$ cat src/rtl/subckt_bist_ctrl.sv
// subckt_bist_ctrl: LFSR pattern generator and MISR compactor that self-tests one registered 3-input subcircuit
module subckt_bist_ctrl #(
  parameter int N_PATTERNS = 256,
  parameter int LAT = 2,
  parameter int W = 16,
  parameter logic [W-1:0] SEED = 16'hACE1,
  parameter logic [W-1:0] POLY = 16'h1021
) (
  input  logic         I1470_clk,
  input  logic         I1477_rst,
  input  logic         start,
  input  logic         abort,
  input  logic [W-1:0] golden_sig,
  input  logic         dut_out,
  output logic [2:0]   dut_in,
  output logic         busy,
  output logic         done,
  output logic         pass,
  output logic [W-1:0] signature,
  output logic [15:0]  pat_cnt
);
  typedef enum logic [1:0] {IDLE, RUN, FLUSH, DONE} state_t;
  state_t state, state_nx;
  logic [W-1:0] lfsr, misr, misr_nx;
  logic [LAT-1:0] vld, vld_nx;
  logic [3:0] flush_cnt;
  logic run, flush, launch, kill, last_pat, last_flush;
  always_comb begin
    run = state == RUN;
    flush = state == FLUSH;
    launch = start && (state == IDLE || state == DONE);
    kill = abort && (run || flush);
    last_pat = run && pat_cnt == 16'(N_PATTERNS - 1);
    last_flush = flush && flush_cnt == 4'(LAT - 1);
    misr_nx = vld[LAT-1] ? ({misr[W-2:0], 1'b0} ^ (misr[W-1] ? POLY : '0)) ^ {{(W-1){1'b0}}, dut_out} : misr;
    vld_nx = '0;
    vld_nx[0] = run;
    for (int i = 1; i < LAT; i++) vld_nx[i] = vld[i-1];
    state_nx = launch ? RUN : kill ? IDLE : last_pat ? FLUSH : last_flush ? DONE : state;
  end
  always_ff @(posedge I1470_clk or negedge I1477_rst)
    if (!I1477_rst) state <= IDLE;
    else state <= state_nx;
  always_ff @(posedge I1470_clk or negedge I1477_rst)
    if (!I1477_rst) begin
      lfsr <= '0;
      misr <= '0;
      pat_cnt <= '0;
      vld <= '0;
      flush_cnt <= '0;
      dut_in <= '0;
      pass <= 1'b0;
    end else if (launch) begin
      lfsr <= SEED;
      misr <= '0;
      pat_cnt <= '0;
      vld <= '0;
      flush_cnt <= '0;
      dut_in <= '0;
      pass <= 1'b0;
    end else begin
      misr <= misr_nx;
      // the aborting RUN edge still counts its pattern; everything stops afterwards
      if (run) pat_cnt <= pat_cnt + 16'd1;
      if (kill) begin
        vld <= '0;
        dut_in <= '0;
        pass <= 1'b0;
      end else if (run) begin
        dut_in <= lfsr[2:0];
        lfsr <= {lfsr[W-2:0], lfsr[15] ^ lfsr[13] ^ lfsr[12] ^ lfsr[10]};
        vld <= vld_nx;
        flush_cnt <= '0;
      end else if (flush) begin
        dut_in <= '0;
        vld <= vld_nx;
        flush_cnt <= flush_cnt + 4'd1;
        if (last_flush) pass <= misr_nx == golden_sig;
      end
    end
  assign busy = state == RUN || state == FLUSH;
  assign done = state == DONE;
  assign signature = misr;
endmodule

$ cat config.mk
export PLATFORM = sky130hd
export DESIGN_NAME = subckt_bist_ctrl
export DESIGN_NICKNAME = d
export VERILOG_FILES = /design/src/rtl/subckt_bist_ctrl.sv
export SDC_FILE = /design/constraint.sdc
export NUM_CORES = 1
export LEC_CHECK = 0
export BUFFER_PORTS_ARGS = -buffer_cell sky130_fd_sc_hd__buf_4
export CAP_MARGIN = 20
export CORE_MARGIN = 5
export CORE_UTILIZATION = 40
export DETAILED_ROUTE_END_ITERATION = 8
export GPL_ROUTABILITY_DRIVEN = 0
export HOLD_SLACK_MARGIN = 0.15
export REMOVE_ABC_BUFFERS = 1
export SLEW_MARGIN = 10
export SYNTH_ARGS = -nofsm -noshare
export SYNTH_HDL_FRONTEND = slang
export SYNTH_SLANG_ARGS = --single-unit
$ cat constraint.sdc
create_clock -name I1470_clk -period 4 [get_ports I1470_clk]
set_clock_uncertainty 0.15 [all_clocks]
set_input_delay 0.8 -clock I1470_clk [delete_from_list [all_inputs] [get_ports I1470_clk]]
set_output_delay 0.8 -clock I1470_clk [all_outputs]
set_load 0.005 [all_outputs]
==> results.yml <==
cts:
  cts.path.max_buffers: 2
  cts_tree: "done"
  insertion_delay_ns: 0.34
  clk_root_buffer_cell: "clkbuf_8"
  clk_pin_slew_ns: 0.06
  numCtsBuffers: 9
  h-tree-depth: 3
  cts_hold_buffers: 0
  cts_setup_buffers: 0
  cts_resized: 0
  clock-sinks: 60
yosys:
  synth_xor_area_share_pct: 10.9
  ys_types: 38
  yosysWarnings: 0
  synthMuxAreaShare_pct: 7.80
  ys_seq_elements: 60
  synth_top_family_by_area: "simple AND/OR/NAND/NOR gates"
  ys_seq_area_share_pct: 50.3
  avgSynthCellArea_sq_um: 10.4
  syn_inst: 288
  synth-simple-area-share_pct: 14.8
  synthAdderAreaFrac_pct: 2.51
  synth_compound_area_share_pct: 9.89
  syn_area_sq_um: 2990
route:
  wire_per_inst_microns: 14.6
  drc: 0
  drt_pass1_iterations: 4
  totalWireLength_mm: 6.55
  routed-via-count: 2236
  drt_iter0_drc: 97
  ant_nets: 0
  via_per_inst: 4.98
die:
  core_area_sq_um: 7250
  ios: 59
  die_w_microns: 96.4
  start_util_pct: 41.2
  rows: 31
  die_y_microns: 96.4
  die-area_sq_um: 9290
power_and_ir_drop:
  combPwrFrac_pct: 28.9
  p_sw_share_pct: 33.7
  pwr-share-clk_pct: 25.8
  p_int_uw: 1240
  ir_drop_uv: 222
  p_per_area_nw_per_um2: 512
  p_seq_share_pct: 45.3
  p_leak_uw: 0.00173
  p_sw_uw: 630
global_routing:
  grt_pass1_wl_mm: 11.1
  grt_usage_pct: 15.3
  grt_max_degree: 61
  grt_overflow: 0
  grt_antenna_before_repair: 0
  grt_pass1_vias: 2274
critical_path:
  cp-end-kind: "register"
  crit_required_ns: 4.10
  critPathMaxStageDelay_ns: 0.93
  worstPathMaxFanout: 19
  path_class: "register to register"
  crit_chain: "mux2i_4 -> xor2_1 -> nand4_1 -> or4_1 -> o31ai_2"
  cp-start-kind: "register"
  slowest_stage: "dfrtp_1"
  cp_data_arrival_time_ns: 2.63
hold_path:
  hp-class: "register to register"
sta:
  min_period_ns: 2.53
  rsz0062_at_grt: "no"
  fin_crit_sh_pct: 63.2
  setup_viol: 0
  fin_tns_setup_ns: 0
  slew_headroom_pct: 40.6
  drv_slew: 0
  tightest_slew_ns: 0.891
  max_freq_ghz: 0.395
  finalHoldViolCount: 0
finish:
  multi_input_area_sq_um: 1370
  n_antenna_cell: 0
  final_nets: 373
  register_area_sq_um: 1500
  syn_to_final_growth_pct: 22.3
  final_util_pct: 50.4
  drive_gt1_share_pct: 22.0
  fillerInstances: 700
placement:
  hpwl_mm: 4.63
  port_buffers: 58
status:
  outcome: "complete, no violations"
job:
  drv_cap: 0
[kinds of logic (layout without fill, tap and decap cells)]
| group | Yosys count | in the layout |
|---|---|---|
| multiplexers | 22 | 22 |
| XOR/XNOR | 37 | 37 |
| buffers and inverters | 23 | 85 |
| adder cells (fa/ha/maj) | 6 | 6 |
| flip-flops | 60 | 60 |
| AND/OR/NAND/NOR | 98 | 98 |
| AO/OA/AOI/OAI | 42 | 42 |
[sequential cells by signal (all words and copies together), names as in the netlist]
register,count
flush_cnt,4
lfsr,16
signature,16
vld,2
dut_in,3
state,2
pat_cnt,16
pass,1
[worst max-delay path, delay by kind of cell (launching register included)]
kind,cells,cell delay [ns]
xor+xnor,1,0.19
flops,1,0.93
mux,1,0.36
compound gates,1,0.18
simple gates,2,0.64
[worst paths after layout]
path                           start      endpoint  slack [ns]  cells after the start
max                           vld[1]          pass        1.47                      5
min                          lfsr[1]       lfsr[1]        0.32                      2
max reg2reg                   vld[1]          pass        1.47                      5
min reg2reg                  lfsr[1]       lfsr[1]        0.32                      2
max in group asynchronous  I1477_rst    pat_cnt[1]        2.81                      1
min in group asynchronous  I1477_rst  flush_cnt[2]        0.39                      1
[power groups by stage]
stage	combinational [uW]	clock [uW]	sequential [uW]
2_1_floorplan	364	0	837
3_3_place_gp	544	0	855
3_5_place_dp	555	0	856
4_1_cts	556	495	848
5_1_grt	622	517	869
6_report	541	482	848
[cell type report]
type	instances	area share, %
timing repair buffer	60	12.3
inverter	10	1.03
sequential	60	41.1
tap	99	3.39
clock buffer	13	4.35
multi-input combinational	205	37.5
clock inverter	2	0.274
[metrics by stage]
| step | cell area, sq um | std cells | hold WS [ns] | worst slack [ns] | total power [uW] |
|---|---|---|---|---|---|
| 6_report | 3650 | 449 | 0.324 | 1.47 | 1870 |
| 2_1_floorplan | 2910 | 275 | 0.296 | 1.21 | 1200 |
| 4_1_cts | 3650 | 449 | 0.331 | 1.46 | 1900 |
| 3_5_place_dp | 3480 | 434 | 0.317 | 1.49 | 1410 |
| 3_3_place_gp | 3480 | 434 | 0.312 | 1.54 | 1400 |
| 5_1_grt | 3650 | 449 | 0.360 | 1.31 | 2010 |
[Yosys cell counts (all sizes together)]
master  instances  area share [%]
nor2           42             5.3
a21boi          1            0.25
a21oi           8             1.3
a22o            5             1.5
inv            10             1.3
or3             1            0.21
and4bb          1            0.42
dfrtp          60              50
o22a            7             2.1
o21ai          11             1.8
o311a           1            0.34
o221ai          1            0.29
buf             5             1.6
nor3            6             1.0
nand3           8             1.3
ha              6             2.5
mux2i          22             7.8
xor2           20             5.9
a32o            2            0.67
nand2          25             3.1
a221oi          1            0.29
xnor2          17             5.0
clkbuf          8             1.0
and3            5             1.0
or4             1            0.25
nand2b          1            0.21
nand4           3            0.63
o31ai           1            0.42
a31oi           1            0.21
a22oi           1            0.25
and4            2            0.59
o211ai          1            0.25
nor4            3            0.63
o22ai           1            0.21
[cells in the final DEF (no fill, tap or decap), types with 3 or more instances in the layout]
cell type	count
o22a_1	7
xor2_1	20
inv_1	10
nand2_1	25
clkbuf_8	11
nor2_1	41
a21oi_1	8
dfrtp_1	60
nand3_1	8
mux2i_1	21
ha_1	6
o21ai_0	11
nand4_1	3
a22o_1	5
nor3_1	6
xnor2_1	17
nor4_1	3
buf_4	60
and3_1	5
[per-layer routing]
layer	vias to the layer above	global-route usage, %	wire length [microns]
met5	-	0	0
met3	10	3.18	265
met2	37	23.3	2990
met4	0	6.78	118
met1	1081	21.1	3170
li1	1108	-	-
Note: power is estimated with default switching activity, not from simulation.
